File: src/rtl/avg_pool_pkg.sv
// Shared types and defaults for the average-pooling read sequencer.
// Holds the FSM state encoding and the packed-lane slicing helper.
package avg_pool_pkg;

  localparam int DEF_LANES  = 9;
  localparam int DEF_ADDR_W = 12;
  localparam int DEF_CH_W   = 4;

  typedef enum logic [3:0] {
    ST_IDLE    = 4'd0,
    ST_CLEAR   = 4'd1,
    ST_BUFFER  = 4'd2,
    ST_SETADDR = 4'd3,
    ST_WAIT    = 4'd4,
    ST_WRITE   = 4'd5,
    ST_UPDATE  = 4'd6,
    ST_NEXTCH  = 4'd7,
    ST_FINISH  = 4'd8
  } state_e;

  // Lowest bit of lane k inside a packed vector of width-bit lanes.
  function automatic int lane_lsb(input int lane, input int width);
    return lane * width;
  endfunction

endpackage

File: src/rtl/avg_lane_addr_gen.sv
// Combinational address/mask generator for one group of parallel read lanes.
// Outputs are forced to zero when the sequencer is not in an address phase.
module avg_lane_addr_gen
  import avg_pool_pkg::*;
#(
  parameter int LANES  = DEF_LANES,
  parameter int ADDR_W = DEF_ADDR_W
) (
  input  logic                    en_i,
  input  logic [ADDR_W-1:0]       base_i,
  input  logic [ADDR_W:0]         offset_i,
  input  logic [ADDR_W-1:0]       len_i,
  output logic [LANES*ADDR_W-1:0] addr_o,
  output logic [LANES-1:0]        mask_o
);

  for (genvar k = 0; k < LANES; k++) begin : g_lane
    localparam int            LSB      = lane_lsb(k, ADDR_W);
    localparam logic [ADDR_W:0] LANE_OFF = (ADDR_W+1)'(k);
    logic [ADDR_W:0] lane_off;

    // One extra bit keeps offset+k < len from wrapping near the top of the range.
    assign lane_off = offset_i + LANE_OFF;
    assign addr_o[LSB +: ADDR_W] = en_i ? (base_i + lane_off[ADDR_W-1:0]) : '0;
    assign mask_o[k] = en_i && (lane_off < {1'b0, len_i});
  end

endmodule

File: src/rtl/avg_pool_sequencer.sv
// Walks numCh channels of len words in groups of LANES, launching RAM reads
// and strobing the averaging accumulator; FSM state is exported on o_dbgState.
//
// Handshake: o_startRam is a one-cycle launch; the sequencer then waits in WAIT
// until i_validRam is sampled high, and i_validRam is ignored in all other states.
module avg_pool_sequencer
  import avg_pool_pkg::*;
#(
  parameter int LANES  = DEF_LANES,
  parameter int ADDR_W = DEF_ADDR_W,
  parameter int CH_W   = DEF_CH_W
) (
  input  logic                    i_clk,
  input  logic                    i_reset,
  input  logic                    i_start,
  input  logic                    i_abort,
  input  logic [ADDR_W-1:0]       i_len,
  input  logic [CH_W-1:0]         i_numCh,
  input  logic [ADDR_W-1:0]       i_chStride,
  input  logic                    i_validRam,
  output logic [LANES*ADDR_W-1:0] o_addrRead,
  output logic [LANES-1:0]        o_laneMask,
  output logic                    o_startRam,
  output logic                    o_writeEnable,
  output logic                    o_resetAverage,
  output logic                    o_chDone,
  output logic [CH_W-1:0]         o_chIdx,
  output logic                    o_busy,
  output logic                    o_finish,
  output logic [3:0]              o_dbgState
);

  state_e state_q, state_d;

  logic [ADDR_W-1:0] len_q, stride_q, base_q;
  logic [ADDR_W:0]   offset_q;
  logic [CH_W-1:0]   num_ch_q, ch_q;

  logic start_ram_q, write_en_q, reset_avg_q, ch_done_q, busy_q, finish_q;

  logic [ADDR_W:0] offset_d;
  logic [CH_W:0]   ch_d;
  logic            addr_en;

  assign offset_d = offset_q + (ADDR_W+1)'(LANES);
  assign ch_d     = {1'b0, ch_q} + (CH_W+1)'(1);
  assign addr_en  = (state_q == ST_SETADDR) || (state_q == ST_WAIT) || (state_q == ST_WRITE);

  always_comb begin
    state_d = state_q;
    case (state_q)
      ST_IDLE: begin
        if (i_start) begin
          if ((i_len == '0) || (i_numCh == '0)) state_d = ST_FINISH;
          else                                  state_d = ST_CLEAR;
        end
      end
      ST_CLEAR:   state_d = ST_BUFFER;
      ST_BUFFER:  state_d = ST_SETADDR;
      ST_SETADDR: state_d = ST_WAIT;
      ST_WAIT:    if (i_validRam) state_d = ST_WRITE;
      ST_WRITE:   state_d = ST_UPDATE;
      ST_UPDATE:  state_d = (offset_d >= {1'b0, len_q}) ? ST_NEXTCH : ST_SETADDR;
      ST_NEXTCH:  state_d = (ch_d == {1'b0, num_ch_q}) ? ST_FINISH : ST_CLEAR;
      ST_FINISH:  state_d = ST_IDLE;
      default:    state_d = ST_IDLE;
    endcase
    // Abort wins over everything else, including a valid arriving in WAIT.
    if ((state_q != ST_IDLE) && i_abort) state_d = ST_IDLE;
  end

  always_ff @(posedge i_clk) begin
    if (!i_reset) begin
      state_q     <= ST_IDLE;
      len_q       <= '0;
      stride_q    <= '0;
      base_q      <= '0;
      offset_q    <= '0;
      num_ch_q    <= '0;
      ch_q        <= '0;
      start_ram_q <= 1'b0;
      write_en_q  <= 1'b0;
      reset_avg_q <= 1'b1;
      ch_done_q   <= 1'b0;
      busy_q      <= 1'b0;
      finish_q    <= 1'b0;
    end else begin
      state_q     <= state_d;
      // Strobes are registered from the next state so they align with it.
      start_ram_q <= (state_d == ST_SETADDR);
      write_en_q  <= (state_d == ST_WRITE);
      reset_avg_q <= (state_d != ST_CLEAR);
      ch_done_q   <= (state_d == ST_NEXTCH);
      busy_q      <= (state_d != ST_IDLE);
      finish_q    <= (state_d == ST_FINISH);

      if ((state_q == ST_IDLE) && i_start) begin
        len_q    <= i_len;
        num_ch_q <= i_numCh;
        stride_q <= i_chStride;
        base_q   <= '0;
        offset_q <= '0;
        ch_q     <= '0;
      end

      if (state_q == ST_UPDATE) offset_q <= offset_d;

      if (state_q == ST_NEXTCH) begin
        base_q   <= base_q + stride_q;
        ch_q     <= ch_d[CH_W-1:0];
        offset_q <= '0;
      end
    end
  end

  avg_lane_addr_gen #(
    .LANES  (LANES),
    .ADDR_W (ADDR_W)
  ) u_addr_gen (
    .en_i     (addr_en),
    .base_i   (base_q),
    .offset_i (offset_q),
    .len_i    (len_q),
    .addr_o   (o_addrRead),
    .mask_o   (o_laneMask)
  );

  assign o_startRam     = start_ram_q;
  assign o_writeEnable  = write_en_q;
  assign o_resetAverage = reset_avg_q;
  assign o_chDone       = ch_done_q;
  assign o_chIdx        = ch_q;
  assign o_busy         = busy_q;
  assign o_finish       = finish_q;
  assign o_dbgState     = state_q;

endmodule

File: config.mk
export PLATFORM = sky130hd
export DESIGN_NAME = avg_pool_sequencer
export DESIGN_NICKNAME = d
export VERILOG_FILES = /design/src/rtl/avg_pool_pkg.sv /design/src/rtl/avg_lane_addr_gen.sv /design/src/rtl/avg_pool_sequencer.sv
export SDC_FILE = /design/constraint.sdc
export NUM_CORES = 1
export LEC_CHECK = 0
export BUFFER_PORTS_ARGS = -buffer_cell sky130_fd_sc_hd__clkbuf_2
export CAP_MARGIN = 20
export CELL_PAD_IN_SITES_DETAIL_PLACEMENT = 0
export CELL_PAD_IN_SITES_GLOBAL_PLACEMENT = 1
export CORE_UTILIZATION = 44
export DETAILED_ROUTE_END_ITERATION = 8
export PLACE_DENSITY = 0.93
export RECOVER_POWER = 100
export SLEW_MARGIN = 20
export SYNTH_ARGS = -nofsm -noshare
export SYNTH_HDL_FRONTEND = slang
export SYNTH_SLANG_ARGS = --single-unit
File: constraint.sdc
create_clock -name i_clk -period 4.7 [get_ports i_clk]
set_clock_uncertainty 0.1 [all_clocks]
set_input_delay 0.47 -clock i_clk [delete_from_list [all_inputs] [get_ports i_clk]]
set_output_delay 0.47 -clock i_clk [all_outputs]
set_load 0.01 [all_outputs]
# ---- After elaboration in Yosys (flattened, before gate mapping)
# Index checks and enable logic that the tools add are counted.
dict set report totals {
  inputBits 33
  regBits 67
}
dict set report classes {
  muxes 22
  eq_ne 13
  n_reduce_logical 22
  magnitude_cmp 10
  n_bitwise 1
  n_addsub 20
}
# cell n
set ops {}
lappend ops {{two-way mux 12 bit} 11}
lappend ops {{adder 12 bit} 10}
lappend ops {{< comparator 13 x 12 -> 1 bit} 9}
lappend ops {{adder 13 x 3 -> 13 bit, second input constant} 4}
lappend ops {{one-hot mux 4 bit (8 select lines)} 1}
lappend ops {{two-way mux 4 bit} 7}
lappend ops {{adder 13 x 2 -> 13 bit, second input constant} 2}
lappend ops {{adder 13 x 4 -> 13 bit, second input constant} 2}
lappend ops {{two-way mux 13 bit} 2}
lappend ops {{equality test 4 x 3 -> 1 bit, second input constant} 6}
lappend ops {{adder 13 x 1 -> 13 bit, second input constant} 1}
lappend ops {{greater-or-equal comparator 13 x 12 -> 1 bit} 1}
lappend ops {{equality test 4 x 2 -> 1 bit, second input constant} 3}
lappend ops {{zero test 12 bit} 1}
lappend ops {{logical AND 1 bit} 11}
lappend ops {{zero test 4 bit} 2}
lappend ops {{nonzero test 4 bit} 2}
lappend ops {{adder 4 x 1 -> 5 bit, second input constant} 1}
lappend ops {{equality test 5 x 4 -> 1 bit} 1}
lappend ops {{equality test 4 x 1 -> 1 bit, second input constant} 1}
lappend ops {{equality test 4 bit, second input constant} 1}
lappend ops {{inequality test 4 x 1 -> 1 bit, second input constant} 1}
lappend ops {{nonzero test 2 bit} 2}
lappend ops {{logical OR 1 bit} 3}
lappend ops {{3 further kinds} 3}

# ---- Logic depth before layout (Yosys ltp)
# Gate-level depths: netlist (run 1).
dict set report depth {
  ltp_word 7
  mapped_depth 14
  depth_no_buf 13
}

# ---- By module
# Synthesis (run 1) repeated with hierarchy kept, for this count alone.
dict set report hier_totals {
  hier_cells 1607
  hier_area_um2 12145.4
}
# module cells_each n_inst seq_area_each_um2 area_each_um2
set by_module_without_submodules {}
lappend by_module_without_submodules {avg_lane_addr_gen 1147 1 0.0 8324.2}
lappend by_module_without_submodules {avg_pool_sequencer 460 1 1341.3 3821.2}

# ---- Worst setup path before layout (run 1)
# No wires, ideal clock.
dict set report synth_timing {
  path_kind {register to output}
  startpoint {reg offset_q[2]}
  endpoint {out o_addrRead[93]}
  path_buffers 1
  path_stages_with_launch 14
  arrival_time_ns 3.233
  path_slack_ns 0.897
  t_required_ns 4.130
  cell_sequence {dfxtp_1 -> clkbuf_1 -> inv_1 -> ha_1 -> a21boi_0 -> nand2b_1 -> xnor2_1 -> ha_1 -> o21a_1 -> o21a_1 -> a2111oi_0 -> nor2_1 -> xnor2_1 -> nor2_1}
}
dict set report synth_via {
  elab_chain_cells 3
}
# item line
set synth_rtl {}
lappend synth_rtl {{start, declared} avg_pool_sequencer.sv:36} ;# logic [ADDR_W:0] offset_q;
lappend synth_rtl {{start signal, assigned} avg_pool_sequencer.sv:106} ;# if (state_q == ST_UPDATE) offset_q <= offset_d;
lappend synth_rtl {{adder 13 x 3 -> 13 bit} avg_lane_addr_gen.sv:23} ;# assign lane_off = offset_i + LANE_OFF;
lappend synth_rtl {{adder 12 bit} avg_lane_addr_gen.sv:24} ;# assign addr_o[LSB +: ADDR_W] = en_i ? (base_i + lane_off[ADDR_W-1:0]) : '0;
lappend synth_rtl {{two-way mux 12 bit} avg_lane_addr_gen.sv:24}
lappend synth_rtl {{end, declared} avg_pool_sequencer.sv:21} ;# output logic [LANES*ADDR_W-1:0] o_addrRead,
# No other way between the ends.

# ---- Final worst setup path (run 1)
dict set report layout_timing {
  startpoint {reg offset_q[1]}
  endpoint {out o_addrRead[93]}
}
# The elaborated chain is that of the path after synthesis.

==> out/qor.yml, run 1 <==
violations: "max-capacitance violations, max-slew violations"
synthToLayoutAreaGrowth_pct: 11.2
p_clk_frac: 0.425
clock_tree.root_cell: "clkbuf_16"
synth_area_sq_um: 11200
num_antenna_cells: 0
dr.pass1.iters: 5
grt_pass1_wl_mm: 56.2
finalSetupTns_ns: 0
seq_area_sq_um: 1340
crit_path_end_kind: "output pin"
floorplan.die_area_sq_um: 26100
netSwitchingFraction: 0.282
htree_num_levels: 3
outcome: "complete, but fails checks"
min_path_type: "in -> reg"
via_per_inst: 5.89
worst_slew_pin_slew_ns: 1.55
synthFlopType: "dfxtp_1"
place.gp.congestion: 0.976
clk_latency_ns: 0.33
crit_path_start: "offset_q[1]$_SDFFE_PP0P_"
numCtsBuffers: 9
synth_edf_count: 0
ys_ff_latch: 67
multiInputGateArea_sq_um: 9340
p_leak_nw: 5.61
ys_seq_area_frac: 0.120
grt_overflow: 0
synthesis.nets: 1753
cts_num_sinks: 67
portBuffers: 163
rr_startpoint: "offset_q[1]$_SDFFE_PP0P_"
die_width_um: 161
synth_cell_types: 70
layout.nets: 1886
setup.worst_path.start_class: "flip-flop"
power_mw: 1.54
grt_pass1_vias: 10737
min_from: "i_chStride[9]"
grt_max_degree: 55
fill_cells: 2558
dr_total_vias: 11556
p_comb_frac: 0.182
final.min_clock_period_ns: 4.45
setup_viol: 0
routed_wl_mm: 36.3
clock.fmax_ghz: 0.225
drcViolationCount: 0
criticalPathCategory: "reg -> out"
powerDensity_nw_per_um2: 124
drive_gt1_frac: 0.0678
critPathArrivalTime_ns: 3.88
ys_warn_count: 0
postCtsSetupBuffers: 0
cp_max_fo: 10
cts_tree: "built"
dpl.hpwl_mm: 27.5
post_drt_wl_per_cell_um: 18.5
synth-async-reset-ratio: 0
rsz0062_at_grt: "false"
syn_inst: 1501
required_ns: 4.13
num_rows: 57
cap_violations: 1
p_int_mw: 1.11
min_period_over_period: 0.947
vdd_ir_drop_max_uv: 182
cts_hold_buf: 0
die_y_um: 161
clockBufferDepth: 2
num_io_pins: 164
core-area_sq_um: 24600
antenna_left: 0
avgSynthCellArea_sq_um: 7.45
slew_viol_final: 14
final_hold_viol_count: 0
grt_usage: 0.271
start_util: 0.454
power_frac_seq: 0.393
drt_iter0_drc: 945
slew_headroom: -0.0359
cts.reportedPaths.clkPinSlew_ns: 0.06
p_sw_mw: 0.434
antenna_found_initial: 0
==> flip-flops by register name, indices dropped and copies added (netlist names) <==
| signal | count |
|---|---|
| offset_q | 13 |
| base_q | 12 |
| len_q | 12 |
| stride_q | 12 |
| num_ch_q | 4 |
| o_chIdx | 4 |
| o_dbgState | 4 |
| o_busy | 1 |
| o_chDone | 1 |
| o_finish | 1 |
| o_resetAverage | 1 |
| o_startRam | 1 |
| o_writeEnable | 1 |
==> layout by cell type (no fill, tap or decap), drive strengths merged, types with 52 or more instances in the layout <==
| cell type | instances |
|---|---|
| ha | 214 |
| clkbuf | 181 |
| nor2 | 180 |
| nand2 | 139 |
| a21oi | 132 |
| xor2 | 93 |
| xnor2 | 79 |
| dfxtp | 67 |
| o21ai | 62 |
| nand3 | 52 |
==> Yosys cell counts (all sizes together), types with 6 or more instances <==
cell	n	area share
ha	214	0.24
nor2	180	0.060
nand2	139	0.047
a21oi	132	0.059
xor2	93	0.073
xnor2	79	0.062
dfxtp	67	0.12
o21ai	62	0.028
nand3	52	0.023
clkbuf	46	0.015
inv	42	0.014
nor3	38	0.017
o21a	34	0.023
buf	29	0.016
a21o	28	0.019
nand2b	21	0.012
or3	18	0.011
nor2b	17	0.0095
o211ai	17	0.011
nand4	15	0.0090
a211oi	14	0.0098
nor4	13	0.0073
and2	12	0.0067
a31oi	10	0.0056
and3	10	0.0056
o21bai	9	0.0060
o2111ai	8	0.0063
a2111oi	7	0.0072
or2	7	0.0039
and4	6	0.0047
nand3b	6	0.0040
o41ai	6	0.0047
==> final cells by class <==
cell class	instances	area share
clock inverters	3	0.00322
well taps	324	0.0326
multi-input cells	1316	0.751
repair buffers	197	0.0727
flip-flops and latches	67	0.108
inverters	43	0.0130
clock buffers	11	0.0195
==> final timing paths <==
| path | to | slack (ns) | depth (start not counted) |
|---|---|---|---|
| setup / recovery | o_addrRead[93] | 0.25 | 13 |
| hold / removal | stride_q[9]$_SDFFE_PN0P_ | 0.26 | 3 |
| setup reg to reg | o_busy$_SDFF_PN0_ | 0.78 | 9 |
| hold reg to reg | len_q[10]$_SDFFE_PN0P_ | 0.35 | 2 |
==> power groups by stage <==
stage               Sequential, mW  Combinational [mW]  Clock, mW
floorplan                    0.614               0.190          0
global placement             0.617               0.271          0
detailed placement           0.617               0.278          0
CTS                          0.606               0.280      0.659
global route                 0.608               0.312      0.684
finish                       0.606               0.281      0.656
==> repair_timing <==
| item | 4_1_cts | 5_1_grt |
|---|---|---|
| gates resized for setup | 0 | 6 |
| hold endpoints to repair | 0 | 0 |
| endpoints found under the setup margin | 0 | 7 |
==> kinds of logic (layout without fill, tap and decap cells) <==
group                    Yosys count  in the layout  synth area share
multiplexers                       1              1          0.000895
flip-flops                        67             67             0.120
XOR/XNOR                         172            172             0.135
AO/OA/AOI/OAI                    374            374             0.218
buffers and inverters            118            254            0.0454
adder cells (fa/ha/maj)          219            219             0.248
AND/OR/NAND/NOR                  550            550             0.232
==> worst max-delay path, cell delays in order (launching register included) <==
cell and delay (ns):
dfxtp_1 0.58, inv_1 0.25, ha_1 0.26, a21boi_1 0.39, nand2b_1 0.19, xnor2_1 0.16
ha_1 0.33, o21a_1 0.13, o21a_1 0.18, a2111oi_1 0.52, nor2_1 0.15, xnor2_1 0.15
nor2_1 0.08, clkbuf_1 0.17
==> per-layer routing <==
metal | up-vias | track usage | routed length (um)
li1 | 5655 | - | -
met1 | 5385 | 0.365 | 16400
met2 | 450 | 0.453 | 16400
met3 | 66 | 0.0175 | 2190
met4 | 0 | 0.103 | 1220
met5 | - | 0 | 0
==> metrics by stage <==
step	hold WS, ns	worst slack, ns	cells	instance area, sq um	utilization
after floorplan	0.336	0.897	1501	11200	-
after global placement	0.344	0.542	1947	12300	0.500
after detailed placement	0.350	0.400	1947	12300	0.500
after CTS	0.253	0.0241	1961	12600	0.512
after global routing	0.261	0.0331	1961	12400	0.505
final	0.257	0.247	1961	12400	0.505
Note: power is estimated with default switching activity, not from simulation.
==> inputs of run 2 (changes only) <==
Settings changed: CORE_ASPECT_RATIO set to 0.8.
==> out/qor.yml, run 2 (synthesized netlist as in run 1, its figures left out) <==
outcome: "complete, but fails checks"
violations: "max-capacitance violations, max-slew violations"
layout_common_cells: "ha_1, nor2_1, nand2_1"
post_drt_wl_per_cell_um: 19.5  # +5.5%
highest-signal-layer: "met4"
largest_reg_flops: 13  # unchanged
via_per_inst: 5.98  # +1.5%
layout_setup_ws_ns: 0.316  # +0.0688 ns
criticalPathCategory: "reg -> out"
p_clk_frac: 0.464  # +0.039
num_io_pins: 164  # unchanged
setup_viol: 0  # unchanged
portBuffers: 163  # unchanged
die_width_um: 180  # +12%
reg2regPathDepth: 13  # +4
finalSetupTns_ns: 0  # unchanged
min_path_cells: 3  # unchanged
min_period_over_period: 0.933  # -0.0146
clock_tree.root_cell: "clkbuf_16"
place_ws_ns: 0.602  # +0.202 ns
layout.nets: 1885  # -0.053%
grt_usage: 0.289  # +0.0178
cap_violations: 1  # unchanged
clockBufferDepth: 2  # unchanged
crit_path_start: "offset_q[1]$_SDFFE_PP0P_"
core-area_sq_um: 24600  # +0.11%
crit_path_end_kind: "output pin"
antenna_left: 0  # unchanged
grt_overflow: 0  # unchanged
synthToLayoutAreaGrowth_pct: 11.4
cts_tree: "built"
drcViolationCount: 0  # unchanged
reg2reg_slack_ns: 0.77  # about the same
grt_pass1_wl_mm: 58.7  # +4.4%
clock.fmax_ghz: 0.228  # +1.6%
worst_slew_pin_slew_ns: 1.68  # +0.132 ns
cts.reportedPaths.clkPinSlew_ns: 0.06  # about the same
antenna_found_initial: 0  # unchanged
p_sw_mw: 0.499  # +15%
wl_met1_mm: 17.6  # +6.7%
grt_max_degree: 67  # +22%
drive_gt1_frac: 0.0708  # +0.00301
htree_num_levels: 3  # unchanged
cp-endpoint: "o_addrRead[93]"
p_leak_nw: 5.62  # +0.22%
wl_met2_mm: 15.9  # -2.8%
slew_viol_final: 27  # +13
rsz0062_at_grt: "false"
vdd_ir_drop_max_uv: 176  # -3.1%
fin_util: 0.506  # about the same
critPathArrivalTime_ns: 3.81  # -0.07 ns
clk_latency_ns: 0.34  # about the same
setup.worst_path.start_class: "flip-flop"
num_rows: 51  # -11%
cp_max_fo: 10  # unchanged
dr_total_vias: 11705  # +1.3%
dr_wl_met3_mm: 3.41  # +56%
p_comb_frac: 0.173  # -0.009
rr_startpoint: "offset_q[3]$_SDFFE_PP0P_"
place.gp.congestion: 1.01  # +3.4%
dpl.hpwl_mm: 29.0  # +5.5%
drt_iter0_drc: 1080  # +14%
power_frac_seq: 0.363  # -0.030
powerDensity_nw_per_um2: 134  # +7.7%
dr.pass1.iters: 5  # unchanged
routed_wl_mm: 38.2  # +5.2%
top_register: "offset_q"
grt_pass1_vias: 10651  # -0.80%
slew_headroom: -0.120  # -0.0843
min_path_type: "in -> reg"
cts_num_sinks: 67  # unchanged
start_util: 0.454  # -0.000485
final.min_clock_period_ns: 4.38  # -0.0688 ns
num_antenna_cells: 0  # unchanged
die_y_um: 145  # -10%
numCtsBuffers: 9  # unchanged
final_hold_viol_count: 0  # unchanged
r2r_end: "o_busy$_SDFF_PN0_"
required_ns: 4.13  # about the same
floorplan.die_area_sq_um: 26100  # about the same
p_int_mw: 1.16  # +5.2%
netSwitchingFraction: 0.300  # +0.0183
final_common_cell: "ha_1"
[run 2: final cells by class]
class                           count  area [sq um]
Clock buffer                        9           225
Clock inverter                      7           106
Fill cell                        2550         12200
Inverter                           43           161
Multi-Input combinational cell   1316          9320
Sequential cell                    67          1340
Tap cell                          318           398
Timing Repair Buffer              196           907
[run 2: worst min-delay path by stage]
stage          slack [ns]                   start                        to
2_1_floorplan        0.34  len_q[10]$_SDFFE_PN0P_    len_q[10]$_SDFFE_PN0P_
3_3_place_gp         0.34  len_q[10]$_SDFFE_PN0P_    len_q[10]$_SDFFE_PN0P_
3_5_place_dp         0.35   len_q[2]$_SDFFE_PN0P_     len_q[2]$_SDFFE_PN0P_
4_1_cts              0.24           i_chStride[7]  stride_q[7]$_SDFFE_PN0P_
5_1_grt              0.27           i_chStride[2]  stride_q[2]$_SDFFE_PN0P_
6_report             0.24           i_chStride[7]  stride_q[7]$_SDFFE_PN0P_
[run 2: critical path, cell delays in order, from the launching register on]
cell,delay (ns)
dfxtp_1,0.57
inv_1,0.27
ha_1,0.34
a21boi_1,0.21
nand2b_1,0.20
xnor2_1,0.23
ha_1,0.34
o21a_1,0.13
o21a_1,0.17
a2111oi_1,0.46
nor2_1,0.14
xnor2_1,0.14
nor2_1,0.09
clkbuf_1,0.17
[run 2: layer usage]
layer  up-vias  track usage
met5         -            0
met4         0       0.0999
met3       100       0.0431
met2       553        0.454
met1      5405        0.402
li1       5647            -
[run 2: power by group through the flow]
stage,combinational (mW),clock (mW),sequential [mW]
2_1_floorplan,0.190,0,0.614
3_3_place_gp,0.276,0,0.616
3_5_place_dp,0.283,0,0.617
4_1_cts,0.285,0.772,0.604
5_1_grt,0.318,0.794,0.607
6_report,0.288,0.772,0.605
[run 2: repair_timing]
action,4_1_cts,5_1_grt
gates resized for setup,0,4
buffers inserted,0,0
hold buffers,0,0
setup endpoints to repair,0,4
[run 2: per-stage QoR]
step                      power, mW  hold slack, ns  cell area, sq um  cells
final                          1.66           0.244             12500   1956
after global routing           1.72           0.273             12500   1956
after CTS                      1.66           0.243             12600   1956
after detailed placement      0.900           0.348             12300   1940
after global placement        0.892           0.345             12300   1940
after floorplan               0.804           0.336             11200   1501
==> inputs of run 3 (changes only) <==
Settings changed: BUFFER_PORTS_ARGS -buffer_cell sky130_fd_sc_hd__clkbuf_2 to -buffer_cell sky130_fd_sc_hd__buf_2.
==> out/qor.yml, run 3 (synthesized netlist as in run 1, its figures left out) <==
violations: "max-capacitance violations, max-slew violations"
rr_startpoint: "offset_q[8]$_SDFFE_PP0P_"
crit_path_end_kind: "output pin"
post_drt_wl_per_cell_um: 19.7  # +0.76%
antenna_found_initial: 0  # unchanged
setup.worst_path.start_class: "flip-flop"
layout_common_cells: "ha_1, nor2_1, nand2_1"
wl_met2_mm: 16.2  # +1.7%
numCtsBuffers: 9  # unchanged
cp_top_family: "simple AND/OR/NAND/NOR gates"
largest_reg_flops: 13  # unchanged
antenna_left: 0  # unchanged
via_per_inst: 5.97  # -0.20%
setup_viol: 0  # unchanged
slowest_delay_ns: 0.90  # +0.33 ns
rsz0062_at_grt: "false"
worst_slew_pin_slew_ns: 1.84  # +0.156 ns
crit_path_start: "offset_q[8]$_SDFFE_PP0P_"
clock.fmax_ghz: 0.217  # -5.1%
drcViolationCount: 0  # unchanged
wl_met1_mm: 17.4  # -0.62%
required_ns: 4.13  # about the same
cts_hold_buf: 0  # unchanged
grt_pass1_wl_mm: 58.5  # -0.42%
final_hold_viol_count: 0  # unchanged
clk_latency_ns: 0.34  # about the same
grt_overflow: 0  # unchanged
slew_headroom: -0.229  # -0.109
cts_resized: 0  # unchanged
cts_num_sinks: 67  # unchanged
power_mw: 1.72  # +3.2%
finalSetupTns_ns: 0  # unchanged
highest-signal-layer: "met4"
synthToLayoutAreaGrowth_pct: 11.9
cap_violations: 1  # unchanged
criticalPathCategory: "reg -> out"
final.min_clock_period_ns: 4.62  # +0.234 ns
vdd_ir_drop_max_uv: 171  # -2.8%
drive_gt1_frac: 0.0725  # +0.00170
cp_max_fo: 16  # +6
grt_max_degree: 54  # -19%
dpl.hpwl_mm: 29.0  # about the same
powerDensity_nw_per_um2: 137  # +2.7%
final_common_cell: "ha_1"
die_y_um: 145  # unchanged
grt_pass1_vias: 10590  # -0.57%
num_io_pins: 164  # unchanged
place.gp.congestion: 0.993  # -1.5%
routed_wl_mm: 38.5  # +0.91%
layout.nets: 1888  # +0.16%
dr_total_vias: 11700  # -0.043%
clock_tree.root_cell: "clkbuf_16"
crit_slowest_cell: "dfxtp_1"
min_path_type: "in -> reg"
cts.reportedPaths.clkPinSlew_ns: 0.06  # about the same
dr.pass1.iters: 6  # +1
cpMostUsedCell: "nand4_1"
cts_tree: "built"
cp_num_buf_inv: 3  # +1
portBuffers: 163  # unchanged
slew_viol_final: 19  # -30%
top_register: "offset_q"
die_width_um: 180  # unchanged
min_period_over_period: 0.983  # +0.0497
clockBufferDepth: 2  # unchanged
outcome: "complete, but fails checks"
critPathArrivalTime_ns: 4.05  # +0.24 ns
start_util: 0.454  # unchanged
dr_wl_met3_mm: 3.64  # +6.8%
num_antenna_cells: 0  # unchanged
core-area_sq_um: 24600  # unchanged
drt_iter0_drc: 968  # -10%
p_leak_nw: 5.67  # +1.0%
htree_num_levels: 3  # unchanged
postCtsSetupBuffers: 0  # unchanged
crit_chain: "clkbuf_1 -> nand2_1 -> nor2_1 -> buf_4 -> nand4_1 -> xnor2_1 -> ha_1 -> nand4_1 -> o21ai_0 -> nor4_1 -> o31a_1 -> buf_2"
floorplan.die_area_sq_um: 26100  # unchanged
min_from: "i_chStride[0]"
grt_usage: 0.289  # about the same
num_rows: 51  # unchanged
run 3: metal layers:
metal / track usage / vias to the layer above
met5: 0 / -
met4: 0.101 / 0
met3: 0.0546 / 81
met2: 0.455 / 540
met1: 0.393 / 5413
li1: - / 5666
run 3: power by group:
part           switching [mW]  internal (mW)  leakage, nW  total, mW
clock                   0.296          0.530        0.174      0.826
combinational           0.186          0.102         4.96      0.287
sequential             0.0151          0.589        0.545      0.604
total                   0.497           1.22         5.67       1.72
run 3: cell type report:
| cell class | instances | area [sq um] |
|---|---|---|
| inverters | 43 | 161 |
| flip-flops and latches | 67 | 1340 |
| fillers | 2495 | 12100 |
| well taps | 318 | 398 |
| multi-input cells | 1316 | 9330 |
| clock inverters | 7 | 130 |
| repair buffers | 199 | 928 |
| clock buffers | 9 | 225 |
run 3: worst paths after layout:
path | end | slack (ns) | cells after the start
min | stride_q[0]$_SDFFE_PN0P_ | 0.26 | 3
max reg2reg | o_busy$_SDFF_PN0_ | 0.52 | 11
max | o_laneMask[1] | 0.08 | 12
min reg2reg | len_q[10]$_SDFFE_PN0P_ | 0.36 | 2
run 3: through the flow:
| step | std cells | setup WS, ns | hold WS [ns] | utilization | instance area [sq um] |
|---|---|---|---|---|---|
| 4_1_cts | 1959 | 0.245 | 0.251 | 0.515 | 12700 |
| 3_5_place_dp | 1943 | 0.633 | 0.349 | 0.500 | 12300 |
| 2_1_floorplan | 1501 | 0.897 | 0.336 | - | 11200 |
| 5_1_grt | 1959 | 0.0362 | 0.274 | 0.508 | 12500 |
| 6_report | 1959 | 0.0822 | 0.259 | 0.508 | 12500 |
| 3_3_place_gp | 1943 | 0.724 | 0.345 | 0.500 | 12300 |
run 3: tightest hold or removal path: stages:
cell	delay [ns]
buf_2	0.10
nand2_1	0.04
a21oi_1	0.05
